`src/rtl/ctrl_pkg.sv`:
```
`default_nettype none
// ============================================================================
//  Module      : ctrl_pkg
//  Description : Shared encodings for the multi-cycle RV32I control FSM:
//                ALU op codes, opcodes, states, select encodings and the
//                instruction-class enum.
//  Revision    : 1.0 - initial release
// ============================================================================
package ctrl_pkg;

    // ALU operation codes driven on alu_op_o
    localparam logic [3:0] ALU_ADD   = 4'd0;
    localparam logic [3:0] ALU_SUB   = 4'd1;
    localparam logic [3:0] ALU_XOR   = 4'd2;
    localparam logic [3:0] ALU_OR    = 4'd3;
    localparam logic [3:0] ALU_AND   = 4'd4;
    localparam logic [3:0] ALU_BEQ   = 4'd5;
    localparam logic [3:0] ALU_BNE   = 4'd6;
    localparam logic [3:0] ALU_BLT   = 4'd7;
    localparam logic [3:0] ALU_BGE   = 4'd8;
    localparam logic [3:0] ALU_SLL   = 4'd9;
    localparam logic [3:0] ALU_SRL   = 4'd10;
    localparam logic [3:0] ALU_SRA   = 4'd11;
    localparam logic [3:0] ALU_PASSB = 4'd12;

    // RV32I major opcodes handled by this controller
    localparam logic [6:0] OPC_R      = 7'b0110011;
    localparam logic [6:0] OPC_I      = 7'b0010011;
    localparam logic [6:0] OPC_LOAD   = 7'b0000011;
    localparam logic [6:0] OPC_STORE  = 7'b0100011;
    localparam logic [6:0] OPC_BRANCH = 7'b1100011;
    localparam logic [6:0] OPC_LUI    = 7'b0110111;
    localparam logic [6:0] OPC_JAL    = 7'b1101111;

    // Operand / write-back select encodings
    localparam logic [1:0] A_RS1    = 2'd0;
    localparam logic [1:0] A_PC     = 2'd1;
    localparam logic [1:0] A_OLDPC  = 2'd2;
    localparam logic [1:0] B_RS2    = 2'd0;
    localparam logic [1:0] B_IMM    = 2'd1;
    localparam logic [1:0] B_FOUR   = 2'd2;
    localparam logic [1:0] WB_ALU   = 2'd0;
    localparam logic [1:0] WB_MEM   = 2'd1;
    localparam logic [1:0] WB_PC    = 2'd2;

    typedef enum logic [2:0] {
        S_FETCH  = 3'd0,
        S_DECODE = 3'd1,
        S_EXEC   = 3'd2,
        S_MEM    = 3'd3,
        S_WB     = 3'd4,
        S_BRANCH = 3'd5
    } state_e;

    typedef enum logic [2:0] {
        CLS_R       = 3'd0,
        CLS_I       = 3'd1,
        CLS_LOAD    = 3'd2,
        CLS_STORE   = 3'd3,
        CLS_BRANCH  = 3'd4,
        CLS_LUI     = 3'd5,
        CLS_JAL     = 3'd6,
        CLS_ILLEGAL = 3'd7
    } instr_class_e;

endpackage
`default_nettype wire

```
`src/rtl/multicycle_ctrl_if.sv`:
```
`default_nettype none
// ============================================================================
//  Module      : multicycle_ctrl_if
//  Description : Control bus between the multi-cycle controller (master)
//                and the datapath / memory side (slave).
//  Revision    : 1.0 - initial release
// ============================================================================
interface multicycle_ctrl_if;
    logic [31:0] instr_i;
    logic        mem_ready_i;
    logic        alu_flag_i;
    logic [3:0]  alu_op_o;
    logic [1:0]  alu_a_sel_o;
    logic [1:0]  alu_b_sel_o;
    logic        ir_write_o;
    logic        pc_write_o;
    logic        mem_read_o;
    logic        mem_write_o;
    logic        mem_addr_sel_o;
    logic        reg_write_o;
    logic [1:0]  wb_sel_o;
    logic        illegal_o;
    logic        done_o;
    logic [2:0]  state_o;

    modport master (
        input  instr_i, mem_ready_i, alu_flag_i,
        output alu_op_o, alu_a_sel_o, alu_b_sel_o, ir_write_o, pc_write_o,
               mem_read_o, mem_write_o, mem_addr_sel_o, reg_write_o,
               wb_sel_o, illegal_o, done_o, state_o
    );

    modport slave (
        output instr_i, mem_ready_i, alu_flag_i,
        input  alu_op_o, alu_a_sel_o, alu_b_sel_o, ir_write_o, pc_write_o,
               mem_read_o, mem_write_o, mem_addr_sel_o, reg_write_o,
               wb_sel_o, illegal_o, done_o, state_o
    );
endinterface
`default_nettype wire

```
`src/rtl/multicycle_ctrl_decoder.sv`:
```
`default_nettype none
// ============================================================================
//  Module      : instr_decoder
//  Description : Combinational RV32I-subset decoder: instruction class,
//                EXEC-stage ALU op, B-operand select and illegal flag.
//  Revision    : 1.0 - initial release
// ============================================================================
module instr_decoder
    import ctrl_pkg::*;
(
    input  logic [31:0]  instr_i,
    output instr_class_e cls_o,
    output logic [3:0]   alu_op_o,
    output logic [1:0]   b_sel_o,
    output logic         illegal_o
);

    logic [6:0] opcode;
    logic [2:0] funct3;
    logic       funct7_b5;
    logic [3:0] alu_map;
    logic       alu_map_ok;
    logic       unused_instr_bits;

    assign opcode    = instr_i[6:0];
    assign funct3    = instr_i[14:12];
    assign funct7_b5 = instr_i[30];
    assign unused_instr_bits = ^{instr_i[31], instr_i[29:15], instr_i[11:7]};

    // funct3 -> ALU op for R-type and I-ALU; add/sub split only for R-type
    always_comb begin
        alu_map    = ALU_ADD;
        alu_map_ok = 1'b1;
        case (funct3)
            3'b000:  alu_map = (opcode == OPC_R && funct7_b5) ? ALU_SUB : ALU_ADD;
            3'b100:  alu_map = ALU_XOR;
            3'b110:  alu_map = ALU_OR;
            3'b111:  alu_map = ALU_AND;
            3'b001:  alu_map = ALU_SLL;
            3'b101:  alu_map = funct7_b5 ? ALU_SRA : ALU_SRL;
            default: alu_map_ok = 1'b0;   // slt/sltu not supported by the ALU
        endcase
    end

    // opcode classification; anything unrecognised falls to CLS_ILLEGAL
    always_comb begin
        cls_o    = CLS_ILLEGAL;
        alu_op_o = ALU_ADD;
        b_sel_o  = B_RS2;
        case (opcode)
            OPC_R: if (alu_map_ok) begin
                cls_o    = CLS_R;
                alu_op_o = alu_map;
            end
            OPC_I: if (alu_map_ok) begin
                cls_o    = CLS_I;
                alu_op_o = alu_map;
                b_sel_o  = B_IMM;
            end
            OPC_LOAD: if (funct3 == 3'b010) begin
                cls_o   = CLS_LOAD;
                b_sel_o = B_IMM;
            end
            OPC_STORE: if (funct3 == 3'b010) begin
                cls_o   = CLS_STORE;
                b_sel_o = B_IMM;
            end
            OPC_BRANCH: begin
                case (funct3)
                    3'b000:  begin cls_o = CLS_BRANCH; alu_op_o = ALU_BEQ; end
                    3'b001:  begin cls_o = CLS_BRANCH; alu_op_o = ALU_BNE; end
                    3'b100:  begin cls_o = CLS_BRANCH; alu_op_o = ALU_BLT; end
                    3'b101:  begin cls_o = CLS_BRANCH; alu_op_o = ALU_BGE; end
                    default: cls_o = CLS_ILLEGAL;
                endcase
            end
            OPC_LUI: begin
                cls_o    = CLS_LUI;
                alu_op_o = ALU_PASSB;
                b_sel_o  = B_IMM;
            end
            OPC_JAL: cls_o = CLS_JAL;
            default: cls_o = CLS_ILLEGAL;
        endcase
        if (cls_o == CLS_ILLEGAL) begin
            alu_op_o = ALU_ADD;
            b_sel_o  = B_RS2;
        end
    end

    assign illegal_o = (cls_o == CLS_ILLEGAL);

endmodule
`default_nettype wire

```
`src/rtl/multicycle_ctrl.sv`:
```
`default_nettype none
// ============================================================================
//  Module      : multicycle_ctrl
//  Description : Multi-cycle control FSM sequencing fetch, decode, execute,
//                memory access, write-back and PC update for RV32I subset.
//  Revision    : 1.0 - initial release
// ============================================================================
module multicycle_ctrl
    import ctrl_pkg::*;
(
    input  logic               clk,
    input  logic               rst,
    multicycle_ctrl_if.master  bus
);

    state_e       state_q, state_d;
    logic         taken_q, taken_d;
    instr_class_e dec_cls;
    logic [3:0]   dec_alu_op;
    logic [1:0]   dec_b_sel;
    logic         dec_illegal;

    instr_decoder u_dec (
        .instr_i   (bus.instr_i),
        .cls_o     (dec_cls),
        .alu_op_o  (dec_alu_op),
        .b_sel_o   (dec_b_sel),
        .illegal_o (dec_illegal)
    );

    // state and branch-taken registers
    always_ff @(posedge clk) begin
        if (rst) begin
            state_q <= S_FETCH;
            taken_q <= 1'b0;
        end else begin
            state_q <= state_d;
            taken_q <= taken_d;
        end
    end

    // next-state and output decode; reset forces every output low
    always_comb begin
        state_d            = state_q;
        taken_d            = taken_q;
        bus.alu_op_o       = ALU_ADD;
        bus.alu_a_sel_o    = A_RS1;
        bus.alu_b_sel_o    = B_RS2;
        bus.ir_write_o     = 1'b0;
        bus.pc_write_o     = 1'b0;
        bus.mem_read_o     = 1'b0;
        bus.mem_write_o    = 1'b0;
        bus.mem_addr_sel_o = 1'b0;
        bus.reg_write_o    = 1'b0;
        bus.wb_sel_o       = WB_ALU;
        bus.illegal_o      = 1'b0;
        bus.done_o         = 1'b0;
        case (state_q)
            S_FETCH: begin
                bus.mem_read_o  = 1'b1;
                bus.alu_a_sel_o = A_PC;
                bus.alu_b_sel_o = B_FOUR;
                if (bus.mem_ready_i) begin
                    bus.ir_write_o = 1'b1;
                    bus.pc_write_o = 1'b1;
                    state_d        = S_DECODE;
                end
            end
            S_DECODE: begin
                if (dec_illegal) begin
                    bus.illegal_o = 1'b1;
                    state_d       = S_FETCH;
                end else begin
                    state_d = S_EXEC;
                end
            end
            S_EXEC: begin
                bus.alu_op_o    = dec_alu_op;
                bus.alu_b_sel_o = dec_b_sel;
                case (dec_cls)
                    CLS_R, CLS_I, CLS_LUI: state_d = S_WB;
                    CLS_LOAD, CLS_STORE:   state_d = S_MEM;
                    CLS_BRANCH: begin
                        taken_d = bus.alu_flag_i;
                        state_d = S_BRANCH;
                    end
                    CLS_JAL: begin
                        bus.reg_write_o = 1'b1;
                        bus.wb_sel_o    = WB_PC;
                        taken_d         = 1'b1;
                        state_d         = S_BRANCH;
                    end
                    default: state_d = S_FETCH;
                endcase
            end
            S_MEM: begin
                bus.mem_addr_sel_o = 1'b1;
                if (dec_cls == CLS_LOAD) begin
                    bus.mem_read_o = 1'b1;
                    if (bus.mem_ready_i) state_d = S_WB;
                end else begin
                    bus.mem_write_o = 1'b1;
                    if (bus.mem_ready_i) begin
                        bus.done_o = 1'b1;
                        state_d    = S_FETCH;
                    end
                end
            end
            S_WB: begin
                bus.reg_write_o = 1'b1;
                bus.wb_sel_o    = (dec_cls == CLS_LOAD) ? WB_MEM : WB_ALU;
                bus.done_o      = 1'b1;
                state_d         = S_FETCH;
            end
            S_BRANCH: begin
                bus.alu_a_sel_o = A_OLDPC;
                bus.alu_b_sel_o = B_IMM;
                bus.pc_write_o  = taken_q;
                bus.done_o      = 1'b1;
                taken_d         = 1'b0;
                state_d         = S_FETCH;
            end
            default: state_d = S_FETCH;
        endcase
        if (rst) begin
            bus.alu_op_o       = 4'd0;
            bus.alu_a_sel_o    = 2'd0;
            bus.alu_b_sel_o    = 2'd0;
            bus.pc_write_o     = 1'b0;
            bus.ir_write_o     = 1'b0;
            bus.mem_read_o     = 1'b0;
            bus.mem_write_o    = 1'b0;
            bus.mem_addr_sel_o = 1'b0;
            bus.reg_write_o    = 1'b0;
            bus.wb_sel_o       = 2'd0;
            bus.illegal_o      = 1'b0;
            bus.done_o         = 1'b0;
        end
    end

    assign bus.state_o = rst ? 3'd0 : state_q;

endmodule
`default_nettype wire

```
`src/flat_wrapper.sv`:
```
// flat-port wrapper written by rule: the top's interface ports become plain ports
module multicycle_ctrl_flat import ctrl_pkg::*;
  (clk, rst, bus_instr_i, bus_mem_ready_i, bus_alu_flag_i, bus_alu_op_o, bus_alu_a_sel_o, bus_alu_b_sel_o, bus_ir_write_o, bus_pc_write_o, bus_mem_read_o, bus_mem_write_o, bus_mem_addr_sel_o, bus_reg_write_o, bus_wb_sel_o, bus_illegal_o, bus_done_o, bus_state_o);
  multicycle_ctrl_if bus_i ();
  input  logic clk;
  input  logic rst;
  input wire logic [$bits(bus_i.instr_i)-1:0] bus_instr_i;
  input wire logic [$bits(bus_i.mem_ready_i)-1:0] bus_mem_ready_i;
  input wire logic [$bits(bus_i.alu_flag_i)-1:0] bus_alu_flag_i;
  output wire logic [$bits(bus_i.alu_op_o)-1:0] bus_alu_op_o;
  output wire logic [$bits(bus_i.alu_a_sel_o)-1:0] bus_alu_a_sel_o;
  output wire logic [$bits(bus_i.alu_b_sel_o)-1:0] bus_alu_b_sel_o;
  output wire logic [$bits(bus_i.ir_write_o)-1:0] bus_ir_write_o;
  output wire logic [$bits(bus_i.pc_write_o)-1:0] bus_pc_write_o;
  output wire logic [$bits(bus_i.mem_read_o)-1:0] bus_mem_read_o;
  output wire logic [$bits(bus_i.mem_write_o)-1:0] bus_mem_write_o;
  output wire logic [$bits(bus_i.mem_addr_sel_o)-1:0] bus_mem_addr_sel_o;
  output wire logic [$bits(bus_i.reg_write_o)-1:0] bus_reg_write_o;
  output wire logic [$bits(bus_i.wb_sel_o)-1:0] bus_wb_sel_o;
  output wire logic [$bits(bus_i.illegal_o)-1:0] bus_illegal_o;
  output wire logic [$bits(bus_i.done_o)-1:0] bus_done_o;
  output wire logic [$bits(bus_i.state_o)-1:0] bus_state_o;
  assign bus_i.instr_i = bus_instr_i;
  assign bus_i.mem_ready_i = bus_mem_ready_i;
  assign bus_i.alu_flag_i = bus_alu_flag_i;
  assign bus_alu_op_o = bus_i.alu_op_o;
  assign bus_alu_a_sel_o = bus_i.alu_a_sel_o;
  assign bus_alu_b_sel_o = bus_i.alu_b_sel_o;
  assign bus_ir_write_o = bus_i.ir_write_o;
  assign bus_pc_write_o = bus_i.pc_write_o;
  assign bus_mem_read_o = bus_i.mem_read_o;
  assign bus_mem_write_o = bus_i.mem_write_o;
  assign bus_mem_addr_sel_o = bus_i.mem_addr_sel_o;
  assign bus_reg_write_o = bus_i.reg_write_o;
  assign bus_wb_sel_o = bus_i.wb_sel_o;
  assign bus_illegal_o = bus_i.illegal_o;
  assign bus_done_o = bus_i.done_o;
  assign bus_state_o = bus_i.state_o;
  multicycle_ctrl u_core (.clk(clk), .rst(rst), .bus(bus_i));
endmodule
```
`config.mk`:
```
export PLATFORM = sky130hd
export DESIGN_NAME = multicycle_ctrl_flat
export DESIGN_NICKNAME = d
export VERILOG_FILES = /design/src/rtl/ctrl_pkg.sv /design/src/rtl/multicycle_ctrl_if.sv /design/src/rtl/multicycle_ctrl_decoder.sv /design/src/rtl/multicycle_ctrl.sv /design/src/flat_wrapper.sv
export SDC_FILE = /design/constraint.sdc
export NUM_CORES = 1
export LEC_CHECK = 0
export BUFFER_PORTS_ARGS = -buffer_cell sky130_fd_sc_hd__buf_2
export CORE_MARGIN = 10
export CORE_UTILIZATION = 40
export DETAILED_ROUTE_END_ITERATION = 10
export PLACE_DENSITY = 0.87
export REMOVE_ABC_BUFFERS = 1
export SYNTH_ARGS = -nofsm -noshare
export SYNTH_HDL_FRONTEND = slang
export SYNTH_SLANG_ARGS = --single-unit
```
`constraint.sdc`:
```
create_clock -name clk -period 5 [get_ports clk]
set_clock_uncertainty 0.05 [all_clocks]
set_input_delay 0.5 -clock clk [delete_from_list [all_inputs] [get_ports clk]]
set_output_delay 0.5 -clock clk [all_outputs]
set_load 0.05 [all_outputs]
```
==> summary.md, run 1 <==
| Metric | Value |
|---|---|
| Antenna cells | 0 |
| Combinational Power Share | 43.6% |
| Crit path DAT | between 2 and 2.5 ns |
| Syn avg cell area | ~6.9 µm² |
| Seq pwr share | between 20 and 30% |
| Average wire per standard cell | ~15 µm |
| Latest clock arrival within the worst-skew pair | between 0.2 and 0.3 ns |
| Sw frac | a little over two fifths |
| Resize count post-CTS | 0 |
| Root Buffer | clkbuf_4 |
| First-pass GRT wire length | between 4000 and 5000 µm |
| Final #Nets | ~190 |
| Distinct cells, synth | 47 |
| Post-layout worst setup margin | between 2 and 2.5 ns |
| DRT iter0 DRCs | 43 |
| Leakage | around 0.44 nW |
| Top-area cell type share of the netlist area | 9.84% |
| Crit path max fanout | 7 |
| Clk pwr share | 31.4% |
| Die Area | around 4300 µm² |
| Post-DP Area | ~1000 µm² |
| Combinational family with the most area after synthesis | simple AND/OR/NAND/NOR gates |
| Complex-gate fraction of the synthesized area | around a third |
| Cts bufs inserted | 3 |
| Total Routing Usage GR | 12.4% |
| Global routing's busiest layer | met2 |
| Least-Margin Pin Slew | 0.597 ns |
| Async SR Flop Fraction | 0% |
| Ports | 57 |
| Top post-synthesis cells by area | nor2_1 (9.8%), dfxtp_1 (9.5%), a21oi_1 (7.7%) |
| Initial antenna violation count | 0 |
| Die Y | around 66 µm |
| Remaining global-route overflow | 0 |
| DRT antenna net count | 0 |
| Fin. Hold Viols | 0 |
| CP startpoint kind | input port |
| Final Max Tran Viols | 0 |
| Placement Setup Slack | roughly 2.2 ns |
| Layout cell share with drive strength beyond 1 | between 30% and 40% |
| IO Port Bufs | 35 |
| Post-synthesis cell count | 121 |
| Critical-path top delay cell | or4_4 |
| Core area | 1980 µm² |
| Final worst-path cycle share | between 50 and 60% |
| Vias in the first global route | 1104 |
| Global-route met2 utilization | 21.3% |
| Outcome | complete, no violations |
| CTS clock-pin slew for the worst setup and hold paths | roughly 0.040 ns |
| Pint | ~80 µW |
| Post-synthesis mux area share | 0% |
| Worst VDD drop | approximately 0.000056 V |
| Post-synth EDFFs | 0 |
| Vias post-DR | roughly 1100 |
| Buf/Inv on CP | 2 |
| Achievable frequency | around 360 MHz |
| Post-Route WL | between 2000 and 3000 µm |
| Synth top cells by count | nor2_1 (22), a21oi_1 (13), nand2_1 (9) |
| Hold_buf cts | 0 |
| Worst Hold Endpoint | u_core.taken_q |
| Starting Density | between 40% and 50% |
| CTS max path bufs | 2 |
| CTS tree | yes |
| Register bit count reported by yosys | 4 |
| Post-synthesis xor/xnor area fraction | 0% |
| Worst R2R Start | u_core.state_q[1] |
| Largest net degree at the start of global routing | 12 |
| RSZ-0062 raised after global routing | false |
| Final cell count without fillers | around 180 |
| Maximum level of the CTS H-tree | 1 |
| Critical path, cell by cell | buf_2 -> nand4bb_4 -> or4_4 -> o211ai_2 -> nand2_1 -> and2_4 -> a22o_1 -> buf_2 |
| Largest stage delay, worst path | 0.47 ns |
| Router iterations before antenna repair | 4 |
| Final GP Congestion | approximately 0.96 |
| Die span in x | 65.8 µm |
| Top-count cell post-synth | nor2_1 |
| # setup viols final | 0 |
| FF-to-FF End | u_core.taken_q |
| Psw | around 60 µW |
| Max-Cap Viols | 0 |
| Seq/Total Area, Yosys | roughly a tenth |
| Post-route cell area | approximately 1000 µm² |
| Post-synth top flop | dfxtp_1 |
| Mapped Area | between 800 and 900 µm² |
| Setup Fix Bufs, Post-CTS | 0 |
| Routing usage on met3 | under 10% |
| R2R depth | 6 |
| Cell mode on critical path | buf_2 |
| Post-synthesis simple-gate area fraction | 54.1% |
| DP Wirelength | approximately 2200 µm |
| Worst Path Required | approximately 4.5 ns |
| Placed cell count | between 150 and 200 |
| Global Route met1 Usage | approximately an eighth |
| CTS Sinks | 4 |
| PD cells | between 100 and 150 nW/µm² |
| Hold depth | 3 |
| Post-route DRC | 0 |
| Slew headroom | 59.8% |
| Hold WC Path Type | input port to flip-flop |
| Critical path type | input port to primary output |
| Setup crit end kind | primary output |
| Cell taking the most area after synthesis | nor2_1 |
| Min Hold Slack | around 0.48 ns |
| Hold Startpoint | bus_alu_flag_i |
| Synth warn | 0 |
| DR vias/cell | about 5.8 |
| Placement Rows | 16 |
| Delay-heaviest family, CP | simple AND/OR/NAND/NOR gates |
| Area Overhead vs Synth | 24.9% |
| FF-to-FF setup slack | roughly 3.4 ns |
| Post-synthesis adder-cell area fraction | 0% |
| Tmin final | between 2 and 3 ns |
| Fillers | between 200 and 250 |
logic make-up (layout without fill, tap and decap cells):
logic type | count (synthesis) | after routing
AO/OA/AOI/OAI | 35 | 35
buffers and inverters | 10 | 43
flip-flops | 4 | 4
AND/OR/NAND/NOR | 72 | 72
power groups by stage:
| stage | Clock, mW | Sequential [mW] | Combinational, mW |
|---|---|---|---|
| after global routing | 0.0432 | 0.0348 | 0.0657 |
| after global placement | 0 | 0.0351 | 0.0582 |
| after detailed placement | 0 | 0.0351 | 0.0603 |
| after CTS | 0.0429 | 0.0346 | 0.0606 |
| after floorplan | 0 | 0.0346 | 0.0384 |
| final | 0.0436 | 0.0347 | 0.0605 |
worst max-delay path by stage:
stage,startpoint,to,slack (ns),cells past startpoint
6_report,bus_instr_i[2],bus_done_o,2.22,8
3_3_place_gp,bus_instr_i[2],bus_wb_sel_o[1],2.22,7
4_1_cts,bus_instr_i[2],bus_wb_sel_o[1],2.21,7
2_1_floorplan,rst,bus_pc_write_o,-0.11,3
5_1_grt,bus_instr_i[14],bus_reg_write_o,2.07,8
3_5_place_dp,bus_instr_i[2],bus_done_o,2.22,8
layer usage:
metal  vias up  routed length [µm]
met5         -                   0
met4         0                  59
met3         8                 352
met2        60                1290
met1       478                1060
li1        511                   -
worst min-delay path: cells and delay by family:
kind,cells,cell delay (ns)
AO/OA/AOI/OAI,1,0.07
buffers and inverters,2,0.15
state kept, by name, indices dropped and copies added (netlist names):
register        flops
u_core.state_q      3
u_core.taken_q      1
cells in the final DEF, fill, tap and decap left out, types with 2 or more instances in the layout:
cell / n
nor4_1: 2
buf_2: 35
inv_1: 5
clkbuf_4: 3
or3_1: 2
nor3_1: 6
nor2b_1: 5
nand3_1: 2
nand2_1: 9
dfxtp_1: 4
nand3b_1: 2
nor2_1: 22
nand2b_1: 7
a21oi_1: 13
o21ai_0: 5
final cells by class:
cell class / count / area (µm²) / area share (%)
tap: 27 / 33.8 / 3.22
inverter: 5 / 18.8 / 1.79
sequential: 4 / 80.1 / 7.64
clock buffer: 3 / 22.5 / 2.15
multi-input combinational: 107 / 718 / 68.5
timing repair buffer: 35 / 175 / 16.7
stage by stage:
step | util [%] | setup TNS, ns | power, mW
5_1_grt | 52.9 | 0 | 0.144
3_3_place_gp | 51.8 | 0 | 0.0933
6_report | 52.9 | 0 | 0.139
3_5_place_dp | 51.8 | 0 | 0.0954
4_1_cts | 52.9 | 0 | 0.138
2_1_floorplan | - | -0.109 | 0.0731
(Power assumes the default switching activity.)
==> inputs of run 2 (changes only) <==
--- a/config.mk
+++ b/config.mk
@@ -5,11 +5,12 @@
 export SDC_FILE = /design/constraint.sdc
 export NUM_CORES = 1
 export LEC_CHECK = 0
+export ABC_AREA = 1
 export BUFFER_PORTS_ARGS = -buffer_cell sky130_fd_sc_hd__buf_2
 export CORE_MARGIN = 10
-export CORE_UTILIZATION = 40
+export CORE_UTILIZATION = 37
 export DETAILED_ROUTE_END_ITERATION = 10
-export PLACE_DENSITY = 0.87
+export PLACE_DENSITY = 0.85
 export REMOVE_ABC_BUFFERS = 1
 export SYNTH_ARGS = -nofsm -noshare
 export SYNTH_HDL_FRONTEND = slang
==> constraint.sdc (replaced) <==
create_clock -name clk -period 2.5 [get_ports clk]
set_clock_uncertainty 0.05 [all_clocks]
set_input_delay 0.25 -clock clk [delete_from_list [all_inputs] [get_ports clk]]
set_output_delay 0.25 -clock clk [all_outputs]
set_load 0.05 [all_outputs]
==> summary.md, run 2 <==
| Metric | Value |
|---|---|
| Post-synth top flop | dfxtp_1 |
| CP startpoint kind | input port |
| R2R depth | 6 (unchanged) |
| Biggest regs | u_core.state_q x3, u_core.taken_q x1 |
| CTS max path bufs | 2 (unchanged) |
| Final #Nets | 232 (+21%) |
| Largest Register | u_core.state_q |
| DP Wirelength | 2030 µm (-8.6%) |
| Top-area cell type share of the netlist area | 16.6% (+6.8 points) |
| Mapped Area | 836 µm² (-0.45%) |
| Final cell count without fillers | 222 (+23%) |
| Final Max Tran Viols | 0 (unchanged) |
| Crit path DAT | 1.82 ns (-0.41 ns) |
| Achievable frequency | about 470 MHz |
| Critical-path top delay cell | buf_2 |
| Synth top cells by count | nand2_1 (37), nor2_1 (34), inv_1 (26) |
| # setup viols final | 0 (unchanged) |
| Commonest cells after routing, fill and taps aside | nand2_1 (37), buf_2 (35), nor2_1 (34), inv_1 (26), nand3_1 (13) |
| Worst R2R Start | u_core.state_q[1] |
| Largest net degree at the start of global routing | 12 (unchanged) |
| Outcome | complete, no violations |
| FF-to-FF End | u_core.state_q[0] |
| Placed cell count | 219 (+23%) |
| Final worst-path cycle share | 84.9% |
| Placement Rows | 17 (+1) |
| IO Port Bufs | 35 (unchanged) |
| Crit path max fanout | 7 (unchanged) |
| Tot Pwr | 272 µW (+96%) |
| First-pass GRT wire length | 4040 µm (-11%) |
| Maximum level of the CTS H-tree | 1 (unchanged) |
| Slew headroom | 75.7% (+16 points) |
| Root Buffer | clkbuf_4 |
| Post-layout worst setup margin | 0.378 ns (-1.84 ns) |
| DRT antenna net count | 0 (unchanged) |
| CTS tree | yes |
| Setup crit end kind | primary output |
| Critical path type | input port to primary output |
| Cell mode on critical path | nand2_1 |
| Die span in x | 67.5 µm (+2.6%) |
| Cell taking the most area after synthesis | nand2_1 |
| Placement Setup Slack | 0.375 ns (-1.85 ns) |
| Distinct cells, synth | 26 (-45%) |
| Seq/Total Area, Yosys | 9.58% (+0.043 points) |
| FF-to-FF setup slack | 1.18 ns (-2.20 ns) |
| Starting Density | 38.1% (-4.2 points) |
| Setup Fix Bufs, Post-CTS | 0 (unchanged) |
| Async SR Flop Fraction | 0% (unchanged) |
| Average wire per standard cell | 10.8 µm (-29%) |
| Commonest non-fill, non-tap cell in the layout | nand2_1 |
| Total Routing Usage GR | 10.5% (-1.9 points) |
| Fillers | 231 (+14%) |
| Syn avg cell area | 5.29 µm² (-24%) |
| Leakage | 0.646 nW (+47%) |
| Synth warn | 0 (unchanged) |
| Critical path, cell by cell | buf_2 -> nand2_1 -> inv_1 -> nand2_1 -> nor2_2 -> nor2_1 -> nand3_2 -> nand2_1 -> nand3_2 -> nand4_2 -> nor2_1 -> buf_2 |
| Antenna cells | 0 (unchanged) |
| RSZ-0062 raised after global routing | false |
| Resize count post-CTS | 0 (unchanged) |
| Hold WC Path Type | input port to flip-flop |
| Die Area | 4560 µm² (+5.3%) |
| CTS Sinks | 4 (unchanged) |
| Post-synth EDFFs | 0 (unchanged) |
| Top post-synthesis cells by area | nand2_1 (17%), nor2_1 (15%), inv_1 (12%) |
| Post-synthesis cell count | 158 (+31%) |
| Least-Margin Pin Slew | 0.361 ns (-0.236 ns) |
| Post-DP Area | 1030 µm² (+0.49%) |
| Latest clock arrival within the worst-skew pair | 0.24 ns (about the same) |
| Hold_buf cts | 0 (unchanged) |
| Start point of the critical path | bus_instr_i[1] |
| DRT iter0 DRCs | 48 (+12%) |
| Max-Cap Viols | 0 (unchanged) |
| Area Overhead vs Synth | 26.0% |
| Fin. Hold Viols | 0 (unchanged) |
| CTS clock-pin slew for the worst setup and hold paths | 0.04 ns (about the same) |
| Final GP Congestion | 0.866 (-10%) |
| Remaining global-route overflow | 0 (unchanged) |
| PD cells | 258 nW/µm² (+95%) |
| Cts bufs inserted | 3 (unchanged) |
| Layout cell share with drive strength beyond 1 | 28.9% (-6.2 points) |
| Register bit count reported by yosys | 4 (unchanged) |
| Router iterations before antenna repair | 4 (unchanged) |
| Worst Path Required | 2.20 ns (-2.25 ns) |
| Top-count cell post-synth | nand2_1 |
| Die Y | 67.5 µm (+2.6%) |
| DR vias/cell | 4.90 (-16%) |
| Max reg flops | 3 (unchanged) |
| Ports | 57 (unchanged) |
| Vias in the first global route | 1034 (-6.3%) |
| Post-Route WL | 2400 µm (-13%) |
| Setup TNS | 0 ns (unchanged) |
| Critical path endpoint | bus_alu_op_o[2] |
| Core area | 2190 µm² (+11%) |
| Initial antenna violation count | 0 (unchanged) |
| Post-route DRC | 0 (unchanged) |
| Worst VDD drop | 0.000174 V (+210%) |
| Vias post-DR | 1088 (+2.9%) |
| Post-route cell area | 1050 µm² (+0.48%) |
| Largest stage delay, worst path | 0.27 ns (-0.20 ns) |
| Tmin final | approximately 2.1 ns |
-- run 2: cell count changes after synthesis, sizes merged, moves of 7 or more --
cell | before | now
nand2 | 9 | 38
nand3 | 2 | 17
nand2b | 8 | 0
inv | 5 | 29
nor2 | 22 | 38
nand4 | 0 | 7
a21oi | 13 | 6
-- run 2: stage by stage --
stage	hold WS (ns)	util, %
after floorplan	0.269	-
after global placement	0.426	47.1
after detailed placement	0.429	47.1
after CTS	0.254	48.1
after global routing	0.297	48.1
final	0.270	48.1
-- run 2: area by class of cell --
cell class / count / area (µm²) / share of cell area [%]
clock buffers: 3 / 22.5 / 2.14
inverters: 29 / 109 / 10.3
multi-input cells: 123 / 632 / 60.0
flip-flops and latches: 4 / 80.1 / 7.60
well taps: 28 / 35.0 / 3.33
repair buffers: 35 / 175 / 16.6
-- run 2: cell families (layout without fill, tap and decap cells) --
| logic type | after synthesis | in the layout | synth area share [%] |
|---|---|---|---|
| flip-flops | 4 | 4 | 9.58 |
| AND/OR/NAND/NOR | 105 | 105 | 62.1 |
| AO/OA/AOI/OAI | 18 | 18 | 13.5 |
| buffers and inverters | 31 | 67 | 14.8 |
-- run 2: how the worst min path moves through the flow --
| stage | slack [ns] | endpoint | from | cells past startpoint |
|---|---|---|---|---|
| floorplan | 0.27 | u_core.state_q[0] | rst | 1 |
| global placement | 0.43 | u_core.taken_q | u_core.taken_q | 2 |
| detailed placement | 0.43 | u_core.taken_q | u_core.taken_q | 2 |
| CTS | 0.25 | u_core.state_q[0] | rst | 2 |
| global route | 0.30 | u_core.state_q[0] | rst | 2 |
| finish | 0.27 | u_core.state_q[0] | rst | 2 |
-- run 2: worst max-delay path: cells and delay by family --
family	cells	cell delay (ns)
simple gates	9	1.12
buf+inv	3	0.45
-- run 2: metal layers --
metal	global-route usage (%)	wire (µm)	up-vias
li1	-	-	587
met1	11.8	1060	468
met2	19.0	1140	31
met3	2.98	187	2
met4	2.56	8	0
met5	0	0	-
-- run 2: power by group --
part	internal [mW]	switching (mW)	total (mW)
clock	0.0538	0.0285	0.0824
combinational	0.0323	0.0887	0.121
sequential	0.0661	0.00250	0.0686
total	0.152	0.120	0.272
==> inputs of run 3 (changes only) <==
--- a/config.mk
+++ b/config.mk
@@ -8,9 +8,9 @@
 export ABC_AREA = 1
 export BUFFER_PORTS_ARGS = -buffer_cell sky130_fd_sc_hd__buf_2
 export CORE_MARGIN = 10
-export CORE_UTILIZATION = 37
+export CORE_UTILIZATION = 40
 export DETAILED_ROUTE_END_ITERATION = 10
-export PLACE_DENSITY = 0.85
+export PLACE_DENSITY = 0.87
 export REMOVE_ABC_BUFFERS = 1
 export SYNTH_ARGS = -nofsm -noshare
 export SYNTH_HDL_FRONTEND = slang
==> constraint.sdc (replaced) <==
create_clock -name clk -period 2.15 [get_ports clk]
set_clock_uncertainty 0.05 [all_clocks]
set_input_delay 0.215 -clock clk [delete_from_list [all_inputs] [get_ports clk]]
set_output_delay 0.215 -clock clk [all_outputs]
set_load 0.05 [all_outputs]
==> summary.md, run 3 (synthesis results as in run 2) <==
| Metric | Value |
|---|---|
| Critical-path top delay cell | buf_2 |
| Largest stage delay, worst path | 0.27 ns (about the same) |
| Vias post-DR | 1102 (+1.3%) |
| Vias in the first global route | 1033 (-0.097%) |
| Post-layout worst setup margin | 0.173 ns (-0.205 ns) |
| Fin. Hold Viols | 0 (unchanged) |
| Die Area | 4320 µm² (-5.3%) |
| Placement Rows | 16 (-1) |
| Resize count post-CTS | 0 (unchanged) |
| Die span in x | 65.7 µm (-2.7%) |
| CP startpoint kind | input port |
| Critical path type | input port to primary output |
| Post-DP Area | 1030 µm² (-0.12%) |
| Layout cell share with drive strength beyond 1 | 28.9% (unchanged) |
| DR vias/cell | 4.99 (+1.7%) |
| Largest net degree at the start of global routing | 12 (unchanged) |
| Largest Register | u_core.state_q |
| # setup viols final | 0 (unchanged) |
| Final #Nets | 232 (unchanged) |
| Core area | 1980 µm² (-9.5%) |
| Hold WC Path Type | input port to flip-flop |
| Start point of the critical path | bus_instr_i[1] |
| Initial antenna violation count | 0 (unchanged) |
| R2R depth | 6 (unchanged) |
| FF-to-FF End | u_core.state_q[0] |
| Achievable frequency | 506 MHz |
| RSZ-0062 raised after global routing | false |
| Setup Fix Bufs, Post-CTS | 0 (unchanged) |
| Crit path max fanout | 5 (-2) |
| Cts bufs inserted | 3 (unchanged) |
| Setup TNS | 0 ns (unchanged) |
| Max-Cap Viols | 0 (unchanged) |
| Min Hold Slack | 0.234 ns (-0.0362 ns) |
| CTS Sinks | 4 (unchanged) |
| Slew headroom | 74.1% (-1.5 points) |
| Cell mode on critical path | nand2_1 |
| First-pass GRT wire length | 4080 µm (+1.0%) |
| CTS clock-pin slew for the worst setup and hold paths | 0.04 ns (about the same) |
| Core Util, Final | 53.5% (+5.4 points) |
| Ports | 57 (unchanged) |
| Worst VDD drop | 0.000232 V (+34%) |
| CTS max path bufs | 2 (unchanged) |
| Crit path DAT | 1.71 ns (-0.11 ns) |
| Root Buffer | clkbuf_4 |
| Starting Density | 42.2% (+4.0 points) |
| Antenna cells | 0 (unchanged) |
| PD cells | 304 nW/µm² (+18%) |
| Final GP Congestion | 0.870 (+0.52%) |
| Area Overhead vs Synth | 26.8% |
| Maximum level of the CTS H-tree | 1 (unchanged) |
| Leakage | 0.645 nW (about the same) |
| Total Routing Usage GR | 11.0% (+0.46 points) |
| DRT iter0 DRCs | 52 (+8.3%) |
| Final worst-path cycle share | between 90% and 100% |
| Outcome | complete, no violations |
| Average wire per standard cell | 11.2 µm (+4.1%) |
| Final cell count without fillers | 221 (-0.45%) |
| Worst Path Required | 1.88 ns (-0.32 ns) |
| Critical path endpoint | bus_alu_op_o[2] |
| Setup crit end kind | primary output |
| Placement Setup Slack | 0.145 ns (-0.230 ns) |
| Latest clock arrival within the worst-skew pair | 0.24 ns (about the same) |
| Least-Margin Pin Slew | 0.385 ns (+0.0230 ns) |
| DRT antenna net count | 0 (unchanged) |
| Placed cell count | 218 (-0.46%) |
| IO Port Bufs | 35 (unchanged) |
| Critical path, cell by cell | buf_2 -> nand2_1 -> inv_1 -> nand2_1 -> nor2_4 -> inv_1 -> nand2_1 -> nor2_4 -> nand2_1 -> nand3_2 -> nand4_2 -> nor2_1 -> buf_2 |
| CTS tree | yes |
| Final Max Tran Viols | 0 (unchanged) |
| Commonest non-fill, non-tap cell in the layout | nand2_1 |
| Biggest regs | u_core.state_q x3, u_core.taken_q x1 |
| Max reg flops | 3 (unchanged) |
| Worst R2R Start | u_core.state_q[1] |
| Die Y | 65.7 µm (-2.7%) |
| Router iterations before antenna repair | 4 (unchanged) |
| Post-Route WL | 2480 µm (+3.6%) |
| Tot Pwr | 322 µW (+18%) |
| FF-to-FF setup slack | 0.82 ns (-0.36 ns) |
| DP Wirelength | 2040 µm (+0.65%) |
| Post-route DRC | 0 (unchanged) |
| Remaining global-route overflow | 0 (unchanged) |
| Commonest cells after routing, fill and taps aside | nand2_1 (37), nor2_1 (34), buf_2 (34), inv_1 (26), nand3_1 (13) |
| Tmin final | about 2.0 ns |
| Hold_buf cts | 0 (unchanged) |
| Post-route cell area | 1060 µm² (+0.59%) |
run 3: cell count changes in the layout (fill, tap and decap cells not counted):
cell | before | now
nor2_2 | 1 | 0
nor2_4 | 3 | 4
clkbuf_4 | 3 | 4
buf_2 | 35 | 34
run 3: cell type report:
cell class	instances	area, µm²
fillers	209	922
clock buffers	3	22.5
multi-input cells	123	637
flip-flops and latches	4	80.1
repair buffers	35	178
inverters	29	109
well taps	27	33.8
run 3: power by group:
group	total [mW]	internal, mW	switching, mW	leakage, nW
Sequential	0.0798	0.0767	0.00308	0.0325
Clock	0.100	0.0629	0.0373	0.0138
Combinational	0.142	0.0376	0.104	0.599
run 3: worst min-delay path by stage:
stage	from	depth (start not counted)	slack, ns	to
floorplan	rst	1	0.23	u_core.state_q[0]
global placement	u_core.taken_q	2	0.42	u_core.taken_q
detailed placement	u_core.taken_q	2	0.43	u_core.taken_q
CTS	rst	2	0.23	u_core.state_q[0]
global route	rst	2	0.26	u_core.state_q[0]
finish	rst	2	0.23	u_core.state_q[0]
run 3: worst max-delay path: cells and delay by family:
kind          cells  cell delay, ns
buf+inv           4            0.52
simple gates      9            0.97
run 3: layer usage:
metal / up-vias / share of wire, % / routed length, µm / GRT usage [%]
met5: - / 0 / 0 / 0
met4: 0 / 0.89 / 22 / 2.41
met3: 2 / 7.2 / 179 / 3.56
met2: 33 / 48 / 1190 / 19.4
met1: 482 / 44 / 1090 / 12.4
li1: 585 / - / - / -
